### src/rtl/mdu_pkg.sv
// Shared M-extension constants: funct7/funct3 decode values and MDU state encoding.
// Latency: n/a (declarations only).
// Backpressure: n/a.
// Imported by the decoder, the ACU and mdu_sequencer so all of them decode the same encodings.
package mdu_pkg;

  // funct7 that steers an R-type op to the MDU instead of the ALU
  localparam logic [6:0] FUNCT7_MEXT = 7'b0000001;

  // funct3 encodings of the RV32M ops
  localparam logic [2:0] F3_MUL    = 3'b000;
  localparam logic [2:0] F3_MULH   = 3'b001;
  localparam logic [2:0] F3_MULHSU = 3'b010;
  localparam logic [2:0] F3_MULHU  = 3'b011;
  localparam logic [2:0] F3_DIV    = 3'b100;
  localparam logic [2:0] F3_DIVU   = 3'b101;
  localparam logic [2:0] F3_REM    = 3'b110;
  localparam logic [2:0] F3_REMU   = 3'b111;

  typedef enum logic [1:0] {
    MDU_IDLE = 2'd0,
    MDU_CALC = 2'd1,
    MDU_FIX  = 2'd2,
    MDU_DONE = 2'd3
  } mdu_state_e;

endpackage

### src/rtl/mdu_iter_step.sv
// One radix-2 iteration: multiply add-and-shift-right, or restoring divide shift-left-and-subtract.
// Latency: combinational.
// Backpressure: none; the caller decides when to register acc_o.
// Ports: div_mode_i selects divide, acc_i is {hi,lo} (mul) or {rem,quot} (div),
//        operand_i is the multiplicand or divisor magnitude, acc_o is the next accumulator.
module mdu_iter_step #(
  parameter int WIDTH = 32
) (
  input  logic               div_mode_i,
  input  logic [2*WIDTH-1:0] acc_i,
  input  logic [WIDTH-1:0]   operand_i,
  output logic [2*WIDTH-1:0] acc_o
);

  logic [WIDTH:0]     mul_sum;
  logic [2*WIDTH-1:0] mul_next;
  logic [WIDTH:0]     div_shift;
  logic [WIDTH:0]     div_trial;
  logic [2*WIDTH-1:0] div_next;

  always_comb begin
    // Multiply: the multiplier sits in the low half and is consumed LSB first;
    // the add carry is kept so the shift brings it into the top bit.
    mul_sum  = {1'b0, acc_i[2*WIDTH-1:WIDTH]} + (acc_i[0] ? {1'b0, operand_i} : '0);
    mul_next = {mul_sum, acc_i[WIDTH-1:1]};

    // Divide: shift the next dividend bit into the partial remainder, then
    // try the subtract; a clear borrow bit means the divisor fitted.
    div_shift = acc_i[2*WIDTH-1:WIDTH-1];
    div_trial = div_shift - {1'b0, operand_i};
    if (!div_trial[WIDTH]) begin
      div_next = {div_trial[WIDTH-1:0], acc_i[WIDTH-2:0], 1'b1};
    end else begin
      div_next = {div_shift[WIDTH-1:0], acc_i[WIDTH-2:0], 1'b0};
    end

    acc_o = div_mode_i ? div_next : mul_next;
  end

endmodule

### src/rtl/mdu_sequencer.sv
// Iterative RV32M multiply/divide unit beside the ALU in EX, one radix-2 step per clock.
// Latency: Done WIDTH+2 cycles after an accepted start; 2 cycles for divide-by-zero / overflow.
// Backpressure: starts are only accepted in IDLE; the pipeline must hold EX while Busy is high.
// Ports: clock/async active-low reset, Start/Kill/funct3/operands in;
//        Busy (CALC/FIX), Done (one-cycle pulse) and the held Result out.
module mdu_sequencer
  import mdu_pkg::*;
#(
  parameter int WIDTH = 32
) (
  input  logic             MDU_CLOCK_50,
  input  logic             MDU_RESET_InLow,
  input  logic             MDU_Start_In,
  input  logic             MDU_Kill_In,
  input  logic [2:0]       MDU_Funt3_InBUS,
  input  logic [WIDTH-1:0] MDU_OperandA_InBUS,
  input  logic [WIDTH-1:0] MDU_OperandB_InBUS,
  output logic             MDU_Busy_Out,
  output logic             MDU_Done_Out,
  output logic [WIDTH-1:0] MDU_Result_OutBUS
);

  localparam int CW = $clog2(WIDTH);
  localparam logic [WIDTH-1:0] MIN_NEG = {1'b1, {(WIDTH-1){1'b0}}};

  mdu_state_e         state_q, state_d;
  logic [CW-1:0]      cnt_q, cnt_d;
  logic [2*WIDTH-1:0] acc_q, acc_d;
  logic [WIDTH-1:0]   opnd_q, opnd_d;
  logic [2:0]         f3_q, f3_d;
  logic               negp_q, negp_d;     // negate product / quotient
  logic               negr_q, negr_d;     // negate remainder (follows dividend)
  logic               special_q, special_d;
  logic [WIDTH-1:0]   result_q, result_d;

  logic               a_neg, b_neg, is_div;
  logic [WIDTH-1:0]   a_mag, b_mag;
  logic [2*WIDTH-1:0] step_acc;
  logic [2*WIDTH-1:0] prod_fix;
  logic [WIDTH-1:0]   quot_fix, rem_fix, fix_res;

  mdu_iter_step #(.WIDTH(WIDTH)) u_step (
    .div_mode_i (f3_q[2]),
    .acc_i      (acc_q),
    .operand_i  (opnd_q),
    .acc_o      (step_acc)
  );

  // Operand magnitudes from the request; MUL low word is sign-agnostic so it stays unsigned.
  always_comb begin
    is_div = MDU_Funt3_InBUS[2];
    a_neg  = MDU_OperandA_InBUS[WIDTH-1] &
             ((MDU_Funt3_InBUS == F3_MULH) || (MDU_Funt3_InBUS == F3_MULHSU) ||
              (MDU_Funt3_InBUS == F3_DIV)  || (MDU_Funt3_InBUS == F3_REM));
    b_neg  = MDU_OperandB_InBUS[WIDTH-1] &
             ((MDU_Funt3_InBUS == F3_MULH) || (MDU_Funt3_InBUS == F3_DIV) ||
              (MDU_Funt3_InBUS == F3_REM));
    a_mag  = a_neg ? -MDU_OperandA_InBUS : MDU_OperandA_InBUS;
    b_mag  = b_neg ? -MDU_OperandB_InBUS : MDU_OperandB_InBUS;
  end

  // Sign correction and word selection applied in FIX.
  always_comb begin
    prod_fix = negp_q ? -acc_q : acc_q;
    quot_fix = negp_q ? -acc_q[WIDTH-1:0] : acc_q[WIDTH-1:0];
    rem_fix  = negr_q ? -acc_q[2*WIDTH-1:WIDTH] : acc_q[2*WIDTH-1:WIDTH];
    if (special_q) begin
      fix_res = acc_q[WIDTH-1:0];          // precomputed at acceptance
    end else if (f3_q[2]) begin
      fix_res = f3_q[1] ? rem_fix : quot_fix;
    end else if (f3_q == F3_MUL) begin
      fix_res = prod_fix[WIDTH-1:0];
    end else begin
      fix_res = prod_fix[2*WIDTH-1:WIDTH];
    end
  end

  always_comb begin
    state_d   = state_q;
    cnt_d     = cnt_q;
    acc_d     = acc_q;
    opnd_d    = opnd_q;
    f3_d      = f3_q;
    negp_d    = negp_q;
    negr_d    = negr_q;
    special_d = special_q;
    result_d  = result_q;

    if (MDU_Kill_In) begin
      state_d = MDU_IDLE;
    end else begin
      unique case (state_q)
        MDU_IDLE: begin
          if (MDU_Start_In) begin
            f3_d      = MDU_Funt3_InBUS;
            negp_d    = a_neg ^ b_neg;
            negr_d    = a_neg;
            cnt_d     = CW'(WIDTH - 1);
            special_d = 1'b0;
            if (is_div) begin
              acc_d  = {{WIDTH{1'b0}}, a_mag};
              opnd_d = b_mag;
            end else begin
              acc_d  = {{WIDTH{1'b0}}, b_mag};
              opnd_d = a_mag;
            end
            // Divide corner cases: result is known now, so skip the iterations.
            if (is_div && (MDU_OperandB_InBUS == '0)) begin
              special_d = 1'b1;
              acc_d     = {{WIDTH{1'b0}},
                           MDU_Funt3_InBUS[1] ? MDU_OperandA_InBUS : {WIDTH{1'b1}}};
            end else if (is_div && !MDU_Funt3_InBUS[0] &&
                         (MDU_OperandA_InBUS == MIN_NEG) &&
                         (MDU_OperandB_InBUS == {WIDTH{1'b1}})) begin
              special_d = 1'b1;
              acc_d     = {{WIDTH{1'b0}},
                           MDU_Funt3_InBUS[1] ? {WIDTH{1'b0}} : MDU_OperandA_InBUS};
            end
            state_d = special_d ? MDU_FIX : MDU_CALC;
          end
        end
        MDU_CALC: begin
          acc_d = step_acc;
          if (cnt_q == '0) begin
            state_d = MDU_FIX;
          end else begin
            cnt_d = cnt_q - CW'(1);
          end
        end
        MDU_FIX: begin
          result_d = fix_res;
          state_d  = MDU_DONE;
        end
        MDU_DONE: begin
          state_d = MDU_IDLE;
        end
        default: state_d = MDU_IDLE;
      endcase
    end
  end

  always_ff @(posedge MDU_CLOCK_50 or negedge MDU_RESET_InLow) begin
    if (!MDU_RESET_InLow) begin
      state_q   <= MDU_IDLE;
      cnt_q     <= '0;
      acc_q     <= '0;
      opnd_q    <= '0;
      f3_q      <= '0;
      negp_q    <= 1'b0;
      negr_q    <= 1'b0;
      special_q <= 1'b0;
      result_q  <= '0;
    end else begin
      state_q   <= state_d;
      cnt_q     <= cnt_d;
      acc_q     <= acc_d;
      opnd_q    <= opnd_d;
      f3_q      <= f3_d;
      negp_q    <= negp_d;
      negr_q    <= negr_d;
      special_q <= special_d;
      result_q  <= result_d;
    end
  end

  assign MDU_Busy_Out      = (state_q == MDU_CALC) || (state_q == MDU_FIX);
  assign MDU_Done_Out      = (state_q == MDU_DONE);
  assign MDU_Result_OutBUS = result_q;

endmodule

### config.mk
export PLATFORM = sky130hd
export DESIGN_NAME = mdu_sequencer
export DESIGN_NICKNAME = d
export VERILOG_FILES = /design/src/rtl/mdu_pkg.sv /design/src/rtl/mdu_iter_step.sv /design/src/rtl/mdu_sequencer.sv
export SDC_FILE = /design/constraint.sdc
export NUM_CORES = 1
export LEC_CHECK = 0
export ABC_AREA = 1
export CAP_MARGIN = 30
export CORE_UTILIZATION = 51
export CTS_BUF_LIST = sky130_fd_sc_hd__clkbuf_2 sky130_fd_sc_hd__clkbuf_4 sky130_fd_sc_hd__clkbuf_8
export CTS_CLUSTER_DIAMETER = 30
export DETAILED_ROUTE_END_ITERATION = 10
export PLACE_DENSITY = 0.71
export SLEW_MARGIN = 20
export SYNTH_ARGS = -nofsm -noshare
export SYNTH_HDL_FRONTEND = slang
export SYNTH_HIERARCHICAL = 1
export SYNTH_SLANG_ARGS = --single-unit
### constraint.sdc
create_clock -name MDU_CLOCK_50 -period 3.13 [get_ports MDU_CLOCK_50]
set_input_delay 0.626 -clock MDU_CLOCK_50 [delete_from_list [all_inputs] [get_ports MDU_CLOCK_50]]
set_output_delay 0.626 -clock MDU_CLOCK_50 [all_outputs]
set_load 0.02 [all_outputs]
==> results.yml, run 1 <==
synth:
  synth_top_cells_by_area: "sky130_fd_sc_hd__nand2_1 25%, sky130_fd_sc_hd__dfrtp_1 18%, sky130_fd_sc_hd__nand3_1 13%"
  ys_seq_area_frac: 0.177
  synth_area_per_cell_um2: 5.40
  yosys.cell_types.count: 56
  proportion_of_register_bits_with_asynchronous_set_or_reset_after_synthesis: 1.00
  synth.net_count: 3850
  postSynthRegisterBits: 141
  post_synth_instance_area_um2: 20000
  synth_cells: 3702
  synth-warning-count: 6
  fraction_of_synthesized_cell_area_taken_by_the_top_area_cell_type: 0.250
  ys_dominant_reg_cell: "sky130_fd_sc_hd__dfrtp_1"
  synth-edff-count: 0
  synth_top_area_cell: "sky130_fd_sc_hd__nand2_1"
grt:
  grt_max_degree: 73
  gr-total-overflow: 0
  wire_length_of_the_first_global_routing_pass_mm: 139
  grt_usage: 0.470
  grt_antenna_before_repair: 0
  first_global_vias: 23300
cts:
  root_buffer: "sky130_fd_sc_hd__clkbuf_8"
  cts_tree: "done"
  worst_skew_pair.late_latency_ps: 540
  tritoncts_sinks: 141
  cts_made_buffers: 17
  ctsHtreeMaxLevel: 4
  cts_max_path_buffers: 2
  clk_pin_slew_worst_paths_ps: 100
power_and_ir_drop:
  switching_portion_of_total_power: 0.623
  pwr-share-seq: 0.153
  power_per_cell_area_nw_per_um2: 1110
  power_frac_comb: 0.785
  total_leakage_power_nw: 12.7
  p_sw_mw: 15.8
  ir_drop_v: 0.000561
  fin_total_pwr_mw: 25.4
  internal_power_consumption_mw: 9.59
  power.share.clock: 0.063
floorplan:
  coreArea_um2: 38600
  die_width_um: 200
  design.die.area_um2: 40000
  placement_rows: 72
  dieHeight_um: 200
  start_util: 0.517
  ports: 105
finish:
  post_route_cells_drive_above_1_share: 0.0827
  antennaDiodeCount: 0
  design.final.nets: 4030
  fill_cells: 4141
  area_delta_synth_final_pct: 14.9
timing:
  min_period_ps: 3040
  fin_setup_tns_ps: 0
  relSlewSlack: 0.405
  worst_pin_slew_ps: 887
  maxClockFrequency_ghz: 0.329
  final-setup-viol-count: 0
  slew_viol_final: 0
  fin_crit_sh: 0.971
  hold_viol_final: 0
  fin_skew_ps: 27.2
setup_path:
  regToRegEndpoint: "acc_q[34]"
  slowest_delay_ps: 430
  crit_chain: "inv_1 -> ha_1 -> fa_1 -> inv_1 -> nand2_1 -> nand2_1 -> nand3_1 -> nand2_2 -> nand2_2 -> nand2_4 -> nand2_4 -> nand2_4 -> nand2_4 -> nand2_8 -> nand2_1 -> nand3_1 -> nand2_1 -> nand3_1 -> o21ai_0"
  crit_path_start_kind: "register"
  end_kind: "register"
  cp.required_ps: 3520
  r2r_setup_slack_ps: 90
  worstRegToRegCells: 19
  critical_path.n_buffers_inverters: 2
  timing.critical_path.slowest_stage_cell: "sky130_fd_sc_hd__dfrtp_1"
  critical_path.top_delay_family: "simple AND/OR/NAND/NOR gates"
  critPathKind: "reg -> reg"
  critical_path.reg2reg.startpoint: "acc_q[31]"
  cp_data_arrival_time_ps: 3430
  highest_fanout_seen_on_the_critical_path: 16
route:
  drc: 0
  drt_first_pass_iters: 6
  iter_0_drt_violations: 4141
  num_vias: 25800
  routed_via_density: 5.86
  final_antenna_net_count: 0
  wl_mm: 93.6
  detail_route.wl_per_cell_um: 21.2
placement:
  detailedPlacementHpwl_mm: 74.6
  portBuffers: 104
  gpl.final_weighted_congestion: 1.12
worst_hold_path:
  hold_path_depth: 2
  worstHoldPathType: "reg -> reg"
  hold_path_startpoint: "MDU_Result_OutBUS[29]"
  worst_hold_path.endpoint: "MDU_Result_OutBUS[29]"
outcome:
  status: "completed"
run:
  max_capacitance_violation_count: 0
## Yosys cell counts, types with 16 or more instances
library cell	instances
sky130_fd_sc_hd__inv_1	442
sky130_fd_sc_hd__nand3_1	502
sky130_fd_sc_hd__o21ai_0	201
sky130_fd_sc_hd__nand2_1	1333
sky130_fd_sc_hd__buf_2	28
sky130_fd_sc_hd__nand2_2	26
sky130_fd_sc_hd__xor2_1	34
sky130_fd_sc_hd__buf_1	16
sky130_fd_sc_hd__o211ai_1	19
sky130_fd_sc_hd__nand4_1	36
sky130_fd_sc_hd__ha_1	75
sky130_fd_sc_hd__dfrtp_1	141
sky130_fd_sc_hd__inv_2	19
sky130_fd_sc_hd__a21oi_1	144
sky130_fd_sc_hd__clkbuf_1	61
sky130_fd_sc_hd__nor2_1	417
sky130_fd_sc_hd__nand3b_1	27
## worst max path at each step
stage                           from         to  slack [ps]  cells after the start
6_report                   acc_q[31]  acc_q[34]          90                     19
5_1_grt                    acc_q[31]  acc_q[35]         -70                     19
2_1_floorplan               acc_q[0]  acc_q[43]         480                     17
3_5_place_dp               acc_q[31]   acc_q[0]         110                     19
4_1_cts                    acc_q[31]   acc_q[0]         100                     19
3_3_place_gp   MDU_OperandA_InBUS[0]  acc_q[18]         180                     16
## cell usage in the layout, fill, tap and decap left out, types with 19 or more instances in the layout
cell type                            n
sky130_fd_sc_hd__a21oi_1           144
sky130_fd_sc_hd__buf_4             169
sky130_fd_sc_hd__clkdlybuf4s50_1   103
sky130_fd_sc_hd__dfrtp_1           139
sky130_fd_sc_hd__ha_1               75
sky130_fd_sc_hd__inv_1             441
sky130_fd_sc_hd__inv_2              20
sky130_fd_sc_hd__nand2_1          1332
sky130_fd_sc_hd__nand2_2            27
sky130_fd_sc_hd__nand3_1           501
sky130_fd_sc_hd__nand3b_1           27
sky130_fd_sc_hd__nand4_1            36
sky130_fd_sc_hd__nor2_1            417
sky130_fd_sc_hd__o211ai_1           19
sky130_fd_sc_hd__o21ai_0           201
sky130_fd_sc_hd__xor2_1             34
## flip-flops by register name, summed over array words and instances, names as in the netlist
name / flops
MDU_Result_OutBUS: 32
special_q: 1
opnd_q: 32
f3_q: 3
negp_q: 1
cnt_q: 5
state_q: 2
acc_q: 64
negr_q: 1
## through the flow
stage / worst slack (ps) / hold slack (ps) / util / instances / cell area (um^2)
CTS: 101 / 488 / 0.591 / 4402 / 22800
finish: 89.6 / 483 / 0.594 / 4413 / 23000
global route: -66.5 / 508 / 0.594 / 4413 / 23000
floorplan: 484 / 330 / - / 3702 / 20000
detailed placement: 115 / 464 / 0.580 / 4369 / 22400
global placement: 180 / 462 / 0.579 / 4368 / 22400
## power groups by stage
stage / Clock [mW] / Combinational [mW] / Sequential, mW
6_report: 1.59 / 19.9 / 3.88
5_1_grt: 1.67 / 21.8 / 3.89
4_1_cts: 1.59 / 18.7 / 3.74
3_5_place_dp: 0 / 18.6 / 3.78
3_3_place_gp: 0 / 18.5 / 3.77
2_1_floorplan: 0 / 12.7 / 3.51
## layer usage
metal / global-route usage / wire (um)
met1: 0.610 / 36400
met2: 0.672 / 37200
met3: 0.116 / 11900
met4: 0.352 / 8010
met5: 0 / 0
## final cells by class
class                   instances  area [um^2]  area share
clock buffers                  17          234      0.0102
clock inverters                15          171     0.00747
inverters                     468         1760      0.0767
multi-input cells            2967        14000       0.611
flip-flops and latches        141         3530       0.154
well taps                     518          648      0.0282
repair buffers                287         2580       0.112
## tightest hold or removal path: cells and delay by family, from the launching register on
family	cells	cell delay, ps
flip-flops	1	350
AND/OR/NAND/NOR	2	100
## cell families after synthesis
| family | synth area share |
|---|---|
| and+or+nand+nor | 0.514 |
| DFF | 0.177 |
| xor gates and xnor gates | 0.0197 |
| adders and majority gates | 0.0490 |
| AOI/OAI and AO/OA | 0.119 |
| buffers and inverters | 0.122 |
## repair_timing
item / in CTS / in global routing
buffers inserted: 0 / 11
hold endpoints to repair: 29 / 0
gates resized for setup: 0 / 3
endpoints found under the setup margin: 0 / 13
hold buffers: 1 / 0
No activity file was read; power rests on OpenSTA's default activity.
==> run 2, diff against run 1 <==
--- a/config.mk
+++ b/config.mk
@@ -8,9 +8,10 @@
 export ABC_AREA = 1
 export CAP_MARGIN = 30
 export CORE_UTILIZATION = 51
-export CTS_BUF_LIST = sky130_fd_sc_hd__clkbuf_2 sky130_fd_sc_hd__clkbuf_4 sky130_fd_sc_hd__clkbuf_8
+export CTS_BUF_LIST = sky130_fd_sc_hd__clkbuf_16
 export CTS_CLUSTER_DIAMETER = 30
 export DETAILED_ROUTE_END_ITERATION = 10
+export GPL_ROUTABILITY_DRIVEN = 0
 export PLACE_DENSITY = 0.71
 export SLEW_MARGIN = 20
 export SYNTH_ARGS = -nofsm -noshare
==> results.yml, run 2 (synthesized netlist as in run 1, its figures left out) <==
route:
  drt_first_pass_iters: 10
  routed_via_density: 5.85
  highest_metal_layer_with_signal_wires: "met4"
  wl_mm: 85.7
  routedLengthMet1_mm: 32.8
  detail_route.wl_per_cell_um: 19.7
  num_vias: 25500
  met2RoutedLength_mm: 33.9
  drc: 0
  final_antenna_net_count: 0
  met3_wirelength_mm: 11.8
  iter_0_drt_violations: 3608
power_and_ir_drop:
  total_leakage_power_nw: 12.5
  ir_drop_v: 0.000951
  power_per_cell_area_nw_per_um2: 1100
  fin_total_pwr_mw: 24.8
cts:
  cts_made_buffers: 17
  cts_max_path_buffers: 2
  holdBufCountCts: 0
  clk_pin_slew_worst_paths_ps: 80
  root_buffer: "sky130_fd_sc_hd__clkbuf_16"
  tritoncts_sinks: 141
  cts_tree: "done"
  worst_skew_pair.late_latency_ps: 460
  ctsHtreeMaxLevel: 4
floorplan:
  dieHeight_um: 200
  design.die.area_um2: 40000
  ports: 105
  coreArea_um2: 38600
  die_width_um: 200
  start_util: 0.517
  placement_rows: 72
setup_path:
  crit_path_start_kind: "register"
  critical_path.n_buffers_inverters: 2
  slowest_delay_ps: 520
  critPathKind: "reg -> reg"
  timing.critical_path.slowest_stage_cell: "sky130_fd_sc_hd__o21ai_0"
  end_kind: "register"
  highest_fanout_seen_on_the_critical_path: 31
  cp_data_arrival_time_ps: 3310
  cp.required_ps: 3450
  worst_path_most_repeated_cell: "sky130_fd_sc_hd__nand2_1"
  crit_chain: "buf_12 -> nand2_1 -> inv_1 -> ha_1 -> a21oi_1 -> o21ai_0 -> a21oi_1 -> o21ai_0 -> nand2_1 -> nand2_1 -> nand2_1 -> nand3_1 -> nand2_1 -> nand3_1 -> o21ai_0"
  critical_path.top_delay_family: "compound AO/OA/AOI/OAI gates"
timing:
  final-setup-viol-count: 0
  relSlewSlack: 0.318
  slew_viol_final: 0
  hold_viol_final: 0
  grt_setup_unrepaired: "yes"
  worst_pin_slew_ps: 1010
  min_period_ps: 2990
  timing.hold.ws_ps: 120
  post-route-worst-setup-slack_ps: 142
  fin_skew_ps: 19.0
  fin_crit_sh: 0.955
  maxClockFrequency_ghz: 0.335
finish:
  mostFrequentLayoutCell: "sky130_fd_sc_hd__nand2_1"
  post_route_cells_drive_above_1_share: 0.0681
  fill_cells: 4005
  register_bank_with_the_most_flops: "acc_q"
  layout_common_cells: "1,332 x sky130_fd_sc_hd__nand2_1, 501 x sky130_fd_sc_hd__nand3_1, 441 x sky130_fd_sc_hd__inv_1"
  largest_register_ff_count: 64
  area_delta_synth_final_pct: 13.2
  design.final.nets: 3969
worst_hold_path:
  worstHoldPathType: "in -> async"
outcome:
  status: "completed"
placement:
  portBuffers: 104
  detailedPlacementHpwl_mm: 67.5
  dpl_worst_slack_ps: 110
grt:
  gr-total-overflow: 0
  grt_max_degree: 84
  first_global_vias: 22800
  grt_usage: 0.435
  grt_antenna_before_repair: 1
  wire_length_of_the_first_global_routing_pass_mm: 130
run:
  max_capacitance_violation_count: 0
[run 2: final cells by class]
type | count | area [um^2] | area share
well taps | 518 | 648 | 0.0287
clock buffers | 17 | 425 | 0.0188
diodes | 1 | 2.50 | 0.000111
repair buffers | 226 | 2070 | 0.0916
clock inverters | 15 | 136 | 0.00603
inverters | 468 | 1760 | 0.0779
flip-flops and latches | 141 | 3530 | 0.156
multi-input cells | 2967 | 14000 | 0.621
[run 2: power by group]
part           internal [mW]  switching (mW)  leakage, nW
sequential              2.59            1.31         1.81
combinational           6.02            12.9         10.4
clock                   1.10           0.935        0.264
total                   9.71            15.1         12.5
[run 2: worst register-to-register path, stage by stage, from the launching register on]
cell                      delay, ps
sky130_fd_sc_hd__dfrtp_1        440
sky130_fd_sc_hd__buf_12         200
sky130_fd_sc_hd__nand2_1         70
sky130_fd_sc_hd__inv_1           40
sky130_fd_sc_hd__ha_1           380
sky130_fd_sc_hd__a21oi_1        120
sky130_fd_sc_hd__o21ai_0        280
sky130_fd_sc_hd__a21oi_1        130
sky130_fd_sc_hd__o21ai_0        520
sky130_fd_sc_hd__nand2_1        240
sky130_fd_sc_hd__nand2_1        110
sky130_fd_sc_hd__nand2_1         50
sky130_fd_sc_hd__nand3_1         60
sky130_fd_sc_hd__nand2_1         60
sky130_fd_sc_hd__nand3_1         70
sky130_fd_sc_hd__o21ai_0         80
[run 2: timing repair]
action                     CTS  global route
buffers inserted             0             1
gates resized for setup      0             4
setup endpoints to repair    0             5
[run 2: path summary, 6_finish.rpt]
check	cells past startpoint	startpoint	slack, ps	endpoint
worst min register to register	2	MDU_Result_OutBUS[21]	480	MDU_Result_OutBUS[21]
worst min-delay path	1	MDU_RESET_InLow	120	MDU_Result_OutBUS[19]
worst max-delay path	15	acc_q[0]	140	acc_q[60]
worst max register to register	15	acc_q[0]	140	acc_q[60]
max in group asynchronous	2	MDU_RESET_InLow	2330	opnd_q[25]
min in group MDU_CLOCK_50	2	MDU_Result_OutBUS[21]	480	MDU_Result_OutBUS[21]
[run 2: metal layers]
layer	up-vias	global-route usage
met5	-	0
met4	0	0.310
met3	414	0.120
met2	1843	0.624
met1	11100	0.560
li1	12100	-
[run 2: metrics by stage]
| step | instance area [um^2] | setup TNS, ps | util | instances |
|---|---|---|---|---|
| 5_1_grt | 22600 | -9.87 | 0.585 | 4352 |
| 2_1_floorplan | 20000 | 0 | - | 3702 |
| 3_5_place_dp | 22000 | 0 | 0.569 | 4319 |
| 6_report | 22600 | 0 | 0.585 | 4353 |
| 3_3_place_gp | 22000 | 0 | 0.569 | 4319 |
| 4_1_cts | 22600 | 0 | 0.584 | 4351 |
